### src/rtl/vram_scanout.sv
// vram_scanout
//   VGA display back end for a 128x64, 2-bit-per-pixel VRAM. Generates
//   640x480@60 timing on the pixel clock, fetches one VRAM pixel per clock,
//   maps it through a 4-entry RGB444 palette and drives registered sync,
//   data-enable and colour outputs. Also emits a once-per-frame pulse at the
//   start of vertical blanking for the CPU's 60 Hz timers.
//
// Ports
//   clk            in   pixel clock, all logic on posedge
//   reset_n        in   asynchronous active-low reset
//   vram_rd_hpos   out  VRAM column address (combinational from counters)
//   vram_rd_vpos   out  VRAM row address (combinational from counters)
//   vram_rd_pixel  in   VRAM read data, valid one clock after the address
//   hsync, vsync   out  active-low syncs
//   de             out  high during the visible area
//   rgb            out  {R,G,B} 4 bits each, zero while blanked
//   frame_start    out  one-clock pulse at the first blanking line
//
// Counter state (h,v) reaches every output exactly two clocks later.
module vram_scanout #(
    parameter int          H_ACTIVE   = 640,
    parameter int          H_FP       = 16,
    parameter int          H_SYNC     = 96,
    parameter int          H_BP       = 48,
    parameter int          V_ACTIVE   = 480,
    parameter int          V_FP       = 10,
    parameter int          V_SYNC     = 2,
    parameter int          V_BP       = 33,
    parameter int          SCALE_LOG2 = 2,
    parameter int          X_OFFSET   = 64,
    parameter int          Y_OFFSET   = 112,
    parameter logic [11:0] PAL0       = 12'h000,
    parameter logic [11:0] PAL1       = 12'h555,
    parameter logic [11:0] PAL2       = 12'hAAA,
    parameter logic [11:0] PAL3       = 12'hFFF,
    parameter logic [11:0] BORDER     = 12'h111
) (
    input  logic        clk,
    input  logic        reset_n,
    output logic [6:0]  vram_rd_hpos,
    output logic [5:0]  vram_rd_vpos,
    input  logic [1:0]  vram_rd_pixel,
    output logic        hsync,
    output logic        vsync,
    output logic        de,
    output logic [11:0] rgb,
    output logic        frame_start
);

    localparam int H_TOTAL = H_ACTIVE + H_FP + H_SYNC + H_BP;
    localparam int V_TOTAL = V_ACTIVE + V_FP + V_SYNC + V_BP;
    localparam int HW      = $clog2(H_TOTAL);
    localparam int VW      = $clog2(V_TOTAL);

    localparam logic [HW-1:0] H_LAST     = HW'(H_TOTAL - 1);
    localparam logic [HW-1:0] H_VIS_END  = HW'(H_ACTIVE);
    localparam logic [HW-1:0] H_SYNC_BEG = HW'(H_ACTIVE + H_FP);
    localparam logic [HW-1:0] H_SYNC_END = HW'(H_ACTIVE + H_FP + H_SYNC);
    localparam logic [HW-1:0] X_BEG      = HW'(X_OFFSET);
    localparam logic [HW-1:0] X_END      = HW'(X_OFFSET + (128 << SCALE_LOG2));

    localparam logic [VW-1:0] V_LAST     = VW'(V_TOTAL - 1);
    localparam logic [VW-1:0] V_VIS_END  = VW'(V_ACTIVE);
    localparam logic [VW-1:0] V_SYNC_BEG = VW'(V_ACTIVE + V_FP);
    localparam logic [VW-1:0] V_SYNC_END = VW'(V_ACTIVE + V_FP + V_SYNC);
    localparam logic [VW-1:0] Y_BEG      = VW'(Y_OFFSET);
    localparam logic [VW-1:0] Y_END      = VW'(Y_OFFSET + (64 << SCALE_LOG2));

    logic [HW-1:0] h_cnt;
    logic [VW-1:0] v_cnt;

    // stage 0 decode
    logic visible_0, in_win_0, hs_0, vs_0, fs_0;
    // stage 1, aligned with the outstanding VRAM read
    logic visible_1, in_win_1, hs_1, vs_1, fs_1;
    logic [11:0] pal_color;

    always_ff @(posedge clk or negedge reset_n) begin
        if (!reset_n) begin
            h_cnt <= '0;
            v_cnt <= '0;
        end else if (h_cnt == H_LAST) begin
            h_cnt <= '0;
            v_cnt <= (v_cnt == V_LAST) ? '0 : v_cnt + VW'(1);
        end else begin
            h_cnt <= h_cnt + HW'(1);
        end
    end

    assign visible_0 = (h_cnt < H_VIS_END) && (v_cnt < V_VIS_END);
    assign in_win_0  = (h_cnt >= X_BEG) && (h_cnt < X_END) &&
                       (v_cnt >= Y_BEG) && (v_cnt < Y_END);
    assign hs_0      = !((h_cnt >= H_SYNC_BEG) && (h_cnt < H_SYNC_END));
    assign vs_0      = !((v_cnt >= V_SYNC_BEG) && (v_cnt < V_SYNC_END));
    assign fs_0      = (h_cnt == '0) && (v_cnt == V_VIS_END);

    // Subtraction wraps at counter width outside the window; those reads are
    // discarded, so the wrapped address is harmless.
    assign vram_rd_hpos = 7'((h_cnt - X_BEG) >> SCALE_LOG2);
    assign vram_rd_vpos = 6'((v_cnt - Y_BEG) >> SCALE_LOG2);

    // Syncs reset to their inactive level so no stray pulse leaves the
    // pipeline right after reset release.
    always_ff @(posedge clk or negedge reset_n) begin
        if (!reset_n) begin
            visible_1 <= 1'b0;
            in_win_1  <= 1'b0;
            hs_1      <= 1'b1;
            vs_1      <= 1'b1;
            fs_1      <= 1'b0;
        end else begin
            visible_1 <= visible_0;
            in_win_1  <= in_win_0;
            hs_1      <= hs_0;
            vs_1      <= vs_0;
            fs_1      <= fs_0;
        end
    end

    always_comb begin
        pal_color = PAL0;
        case (vram_rd_pixel)
            2'd0:    pal_color = PAL0;
            2'd1:    pal_color = PAL1;
            2'd2:    pal_color = PAL2;
            default: pal_color = PAL3;
        endcase
    end

    always_ff @(posedge clk or negedge reset_n) begin
        if (!reset_n) begin
            de          <= 1'b0;
            hsync       <= 1'b1;
            vsync       <= 1'b1;
            frame_start <= 1'b0;
            rgb         <= '0;
        end else begin
            de          <= visible_1;
            hsync       <= hs_1;
            vsync       <= vs_1;
            frame_start <= fs_1;
            if (!visible_1)
                rgb <= '0;
            else if (in_win_1)
                rgb <= pal_color;
            else
                rgb <= BORDER;
        end
    end

endmodule

### config.mk
export PLATFORM = sky130hd
export DESIGN_NAME = vram_scanout
export DESIGN_NICKNAME = d
export VERILOG_FILES = /design/src/rtl/vram_scanout.sv
export SDC_FILE = /design/constraint.sdc
export NUM_CORES = 1
export LEC_CHECK = 0
export BUFFER_PORTS_ARGS = -buffer_cell sky130_fd_sc_hd__buf_2
export CAP_MARGIN = 15
export CORE_MARGIN = 1.5
export CORE_UTILIZATION = 55
export DETAILED_ROUTE_END_ITERATION = 7
export GPL_TIMING_DRIVEN = 0
export PLACE_DENSITY = 0.78
export RECOVER_POWER = 100
export SYNTH_ARGS = -nofsm -noshare
export SYNTH_HDL_FRONTEND = slang
export SYNTH_SLANG_ARGS = --single-unit
### constraint.sdc
create_clock -name clk -period 1.85 [get_ports clk]
set_input_delay 0.2775 -clock clk [delete_from_list [all_inputs] [get_ports clk]]
set_output_delay 0.2775 -clock clk [all_outputs]
set_load 0.05 [all_outputs]
==> results.sh <==
export IMPL_synth_nets=198
export IMPL_reg2regPathDepth=7
export IMPL_hpwl_um=2630
export IMPL_powerDensity_nw_per_um2=524
export IMPL_first_iter_violations=53
export IMPL_cts_inserted_buffers=5
export IMPL_p_sw_mw=0.250
export IMPL_sw_frac_of_total_pct=22.1
export IMPL_layout_cells_non_filler=272
export IMPL_ctsHtreeMaxLevel=2
export IMPL_clk_pin_slew_worst_paths_ns=0.11
export IMPL_die_area_um2=3670
export IMPL_synth_flop_cell="dfrtp_1"
export IMPL_ant_nets=0
export IMPL_vias=1470
export IMPL_holdWs_ns=-0.0160
export IMPL_clockPowerShare_pct=36.8
export IMPL_p_leak_nw=0.995
export IMPL_port_buffers=32
export IMPL_ys_types=47
export IMPL_met1_usage_pct=27.5
export IMPL_setup_violations=0
export IMPL_die_w_um=60.6
export IMPL_synth_seq_cells=32
export IMPL_yosys_warnings=0
export IMPL_cts_max_path_buffers=2
export IMPL_ir_worst_vdd_mv=0.480
export IMPL_via_per_inst=5.40
export IMPL_grt_max_degree=33
export IMPL_grtUsageTotal_pct=22.4
export IMPL_dpl_worst_slack_ns=-0.0476
export IMPL_nNetsFinal=243
export IMPL_chipHeight_um=60.6
export IMPL_status="finished, violations left"
export IMPL_crit_fanout=10
export IMPL_arrival_ns=2.00
export IMPL_start_util_pct=58.7
export IMPL_grt_pass1_vias=1432
export IMPL_crit_top_cell="o21ai_1"
export IMPL_cp_slowest_stage_delay_ns=0.44
export IMPL_root_buffer="clkbuf_4"
export IMPL_area_growth_syn_to_layout_pct=18.5
export IMPL_hp_class="input pin to async pin"
export IMPL_cp_slowest_cell="dfrtp_2"
export IMPL_p_int_mw=0.883
export IMPL_fmax_ghz=0.557
export IMPL_rows=20
export IMPL_layout_min_cycle_time_ns=1.80
export IMPL_syn_area_um2=1820
export IMPL_wire_per_inst_um=14.1
export IMPL_fin_skew_ns=0.0128
export IMPL_top_usage_layer="met2"
export IMPL_synth_top_area_share_pct=38.5
export IMPL_maxCapViolations=0
export IMPL_synthTopCellsByArea="dfrtp_1 (38%), ha_1 (8.2%), buf_4 (6.2%), dfstp_2 (5.8%), nand3_1 (3.8%)"
export IMPL_clock_latency_ns=0.33
export IMPL_place_inst=258
export IMPL_grtUsageMet2_pct=37.7
export IMPL_met3_usage_pct=7.04
export IMPL_pin_count=33
export IMPL_seqPwrFrac_pct=61.7
export IMPL_critPathKind="flip-flop to flip-flop"
export IMPL_gp_congestion=0.907
export IMPL_tightest_slew_ns=0.698
export IMPL_drc=0
export IMPL_fin_ws_ns=0.0549
export IMPL_async_flop_share_pct=100
export IMPL_slew_headroom_pct=53.5
export IMPL_coreArea_um2=3100
export IMPL_critical_path_required_ns=2.05
export IMPL_synth_top_area_cell="dfrtp_1"
export IMPL_cts_sinks=32
export IMPL_ys_seq_area_share_pct=44.2
export IMPL_cts_tree="yes"
export IMPL_synth_edff_count=0
export IMPL_end_kind="flip-flop"
export IMPL_drv_slew=0
export IMPL_antenna_found_initial=0
export IMPL_critPathLaunchType="flip-flop"
export IMPL_dpl_cell_area_um2=2060
export IMPL_fin_area_um2=2160
export IMPL_first_pass_iters=4
export IMPL_globalRouteOverflowTotal=0
export IMPL_drive_gt1_share_pct=29.8
export IMPL_avgSynthCellArea_um2=10.0
export IMPL_drt_wl_total_um=3830
export IMPL_synthCells=182
export IMPL_holdBufCountCts=0
export IMPL_worst_path_buf_inv=2
export IMPL_hold_viol=13
export IMPL_antenna_cells=0
export IMPL_crit_family="simple AND/OR/NAND/NOR gates"
export IMPL_period_share_pct=97.0
export IMPL_cp_cell_sequence="clkinvlp_4, ha_4, nand3_2, or3_4, buf_6, o21ai_1, o21ai_1"
export IMPL_violations="hold timing"
export IMPL_combPwrFrac_pct=1.4
export IMPL_grt_pass1_wl_um=6130
export IMPL_crit_cells=7
-- synthesized netlist by cell type, drive strengths merged (2+ instances only) --
master and count:
xnor2 4, a21oi 5, nand4 3, a21boi 2, dfstp 4, or4 2, a221o 2, and3 5
or3 2, o21a 2, a211oi 2, nand2 14, buf 20, nand3 14, ha 12, nor2 8
dfrtp 28, o22ai 2, nor3 4, o21ai 12, inv 12, o31ai 2, xor2 5, clkbuf 2
-- layout make-up --
type	instances	area, um^2
timing repair buffer	38	183
buffer	22	151
tap	44	55.1
clock inverter	2	10.0
fill	283	943
inverter	12	48.8
clock buffer	6	51.3
multi-input combinational	116	850
sequential	32	811
-- registers in the layout (all words and copies together) (netlist names) --
name	count
v_cnt	10
hsync	1
hs_1	1
fs_1	1
de	1
vs_1	1
vsync	1
rgb	3
in_win_1	1
visible_1	1
h_cnt	10
frame_start	1
-- power groups by stage --
| stage | logic (mW) | clock network, mW | registers [mW] |
|---|---|---|---|
| after floorplan | 0.000339 | 0 | 0.713 |
| after global placement | 0.0168 | 0 | 0.713 |
| after detailed placement | 0.0174 | 0 | 0.713 |
| after CTS | 0.0174 | 0.428 | 0.700 |
| after global routing | 0.0194 | 0.461 | 0.700 |
| final | 0.0161 | 0.417 | 0.699 |
-- final timing paths --
kind	slack, ns	end	startpoint
max	0.05	v_cnt[6]	h_cnt[6]
max reg2reg	0.05	v_cnt[6]	h_cnt[6]
min reg2reg	0.36	vsync	vs_1
max in group asynchronous	1.36	v_cnt[0]	reset_n
min	-0.02	rgb[9]	reset_n
min in group clk	0.20	rgb[10]	vram_rd_pixel[0]
-- metal layers --
| layer | vias to the layer above | routed length [um] |
|---|---|---|
| met5 | - | 0 |
| met4 | 0 | 30 |
| met3 | 4 | 284 |
| met2 | 62 | 1870 |
| met1 | 688 | 1640 |
| li1 | 716 | - |
-- placed cells by master, fill, tap and decap left out, types with 6 or more instances in the layout --
master,instances
dfrtp_1,24
clkbuf_1,22
buf_4,22
nand2_1,14
nand3_1,13
inv_1,11
buf_2,10
ha_1,9
nor2_1,8
o21ai_1,6
-- logic make-up (layout without fill, tap and decap cells) --
| logic type | Yosys count | in the layout | share of synthesized area (%) |
|---|---|---|---|
| AO/OA/AOI/OAI | 36 | 36 | 13.3 |
| XOR/XNOR | 9 | 9 | 4.33 |
| adder cells (fa/ha/maj) | 12 | 12 | 8.24 |
| buffers and inverters | 34 | 80 | 10.8 |
| flip-flops | 32 | 32 | 44.2 |
| multiplexers | 1 | 1 | 0.549 |
| AND/OR/NAND/NOR | 58 | 58 | 18.5 |
-- what timing repair did --
action	4_1_cts	5_1_grt
cloned	0	0
gates resized for setup	2	8
endpoints found under the setup margin	3	13
buffers inserted	2	4
pin swaps	1	0
-- metrics by stage --
stage          TNS (ns)  utilization, %  total power [mW]
5_1_grt         -0.0306            69.6              1.18
6_report              0            69.6              1.13
4_1_cts               0            69.0              1.15
3_3_place_gp          0            66.4             0.730
2_1_floorplan         0               -             0.713
3_5_place_dp    -0.0476            66.4             0.730
Power figures use the tool's default switching activity.
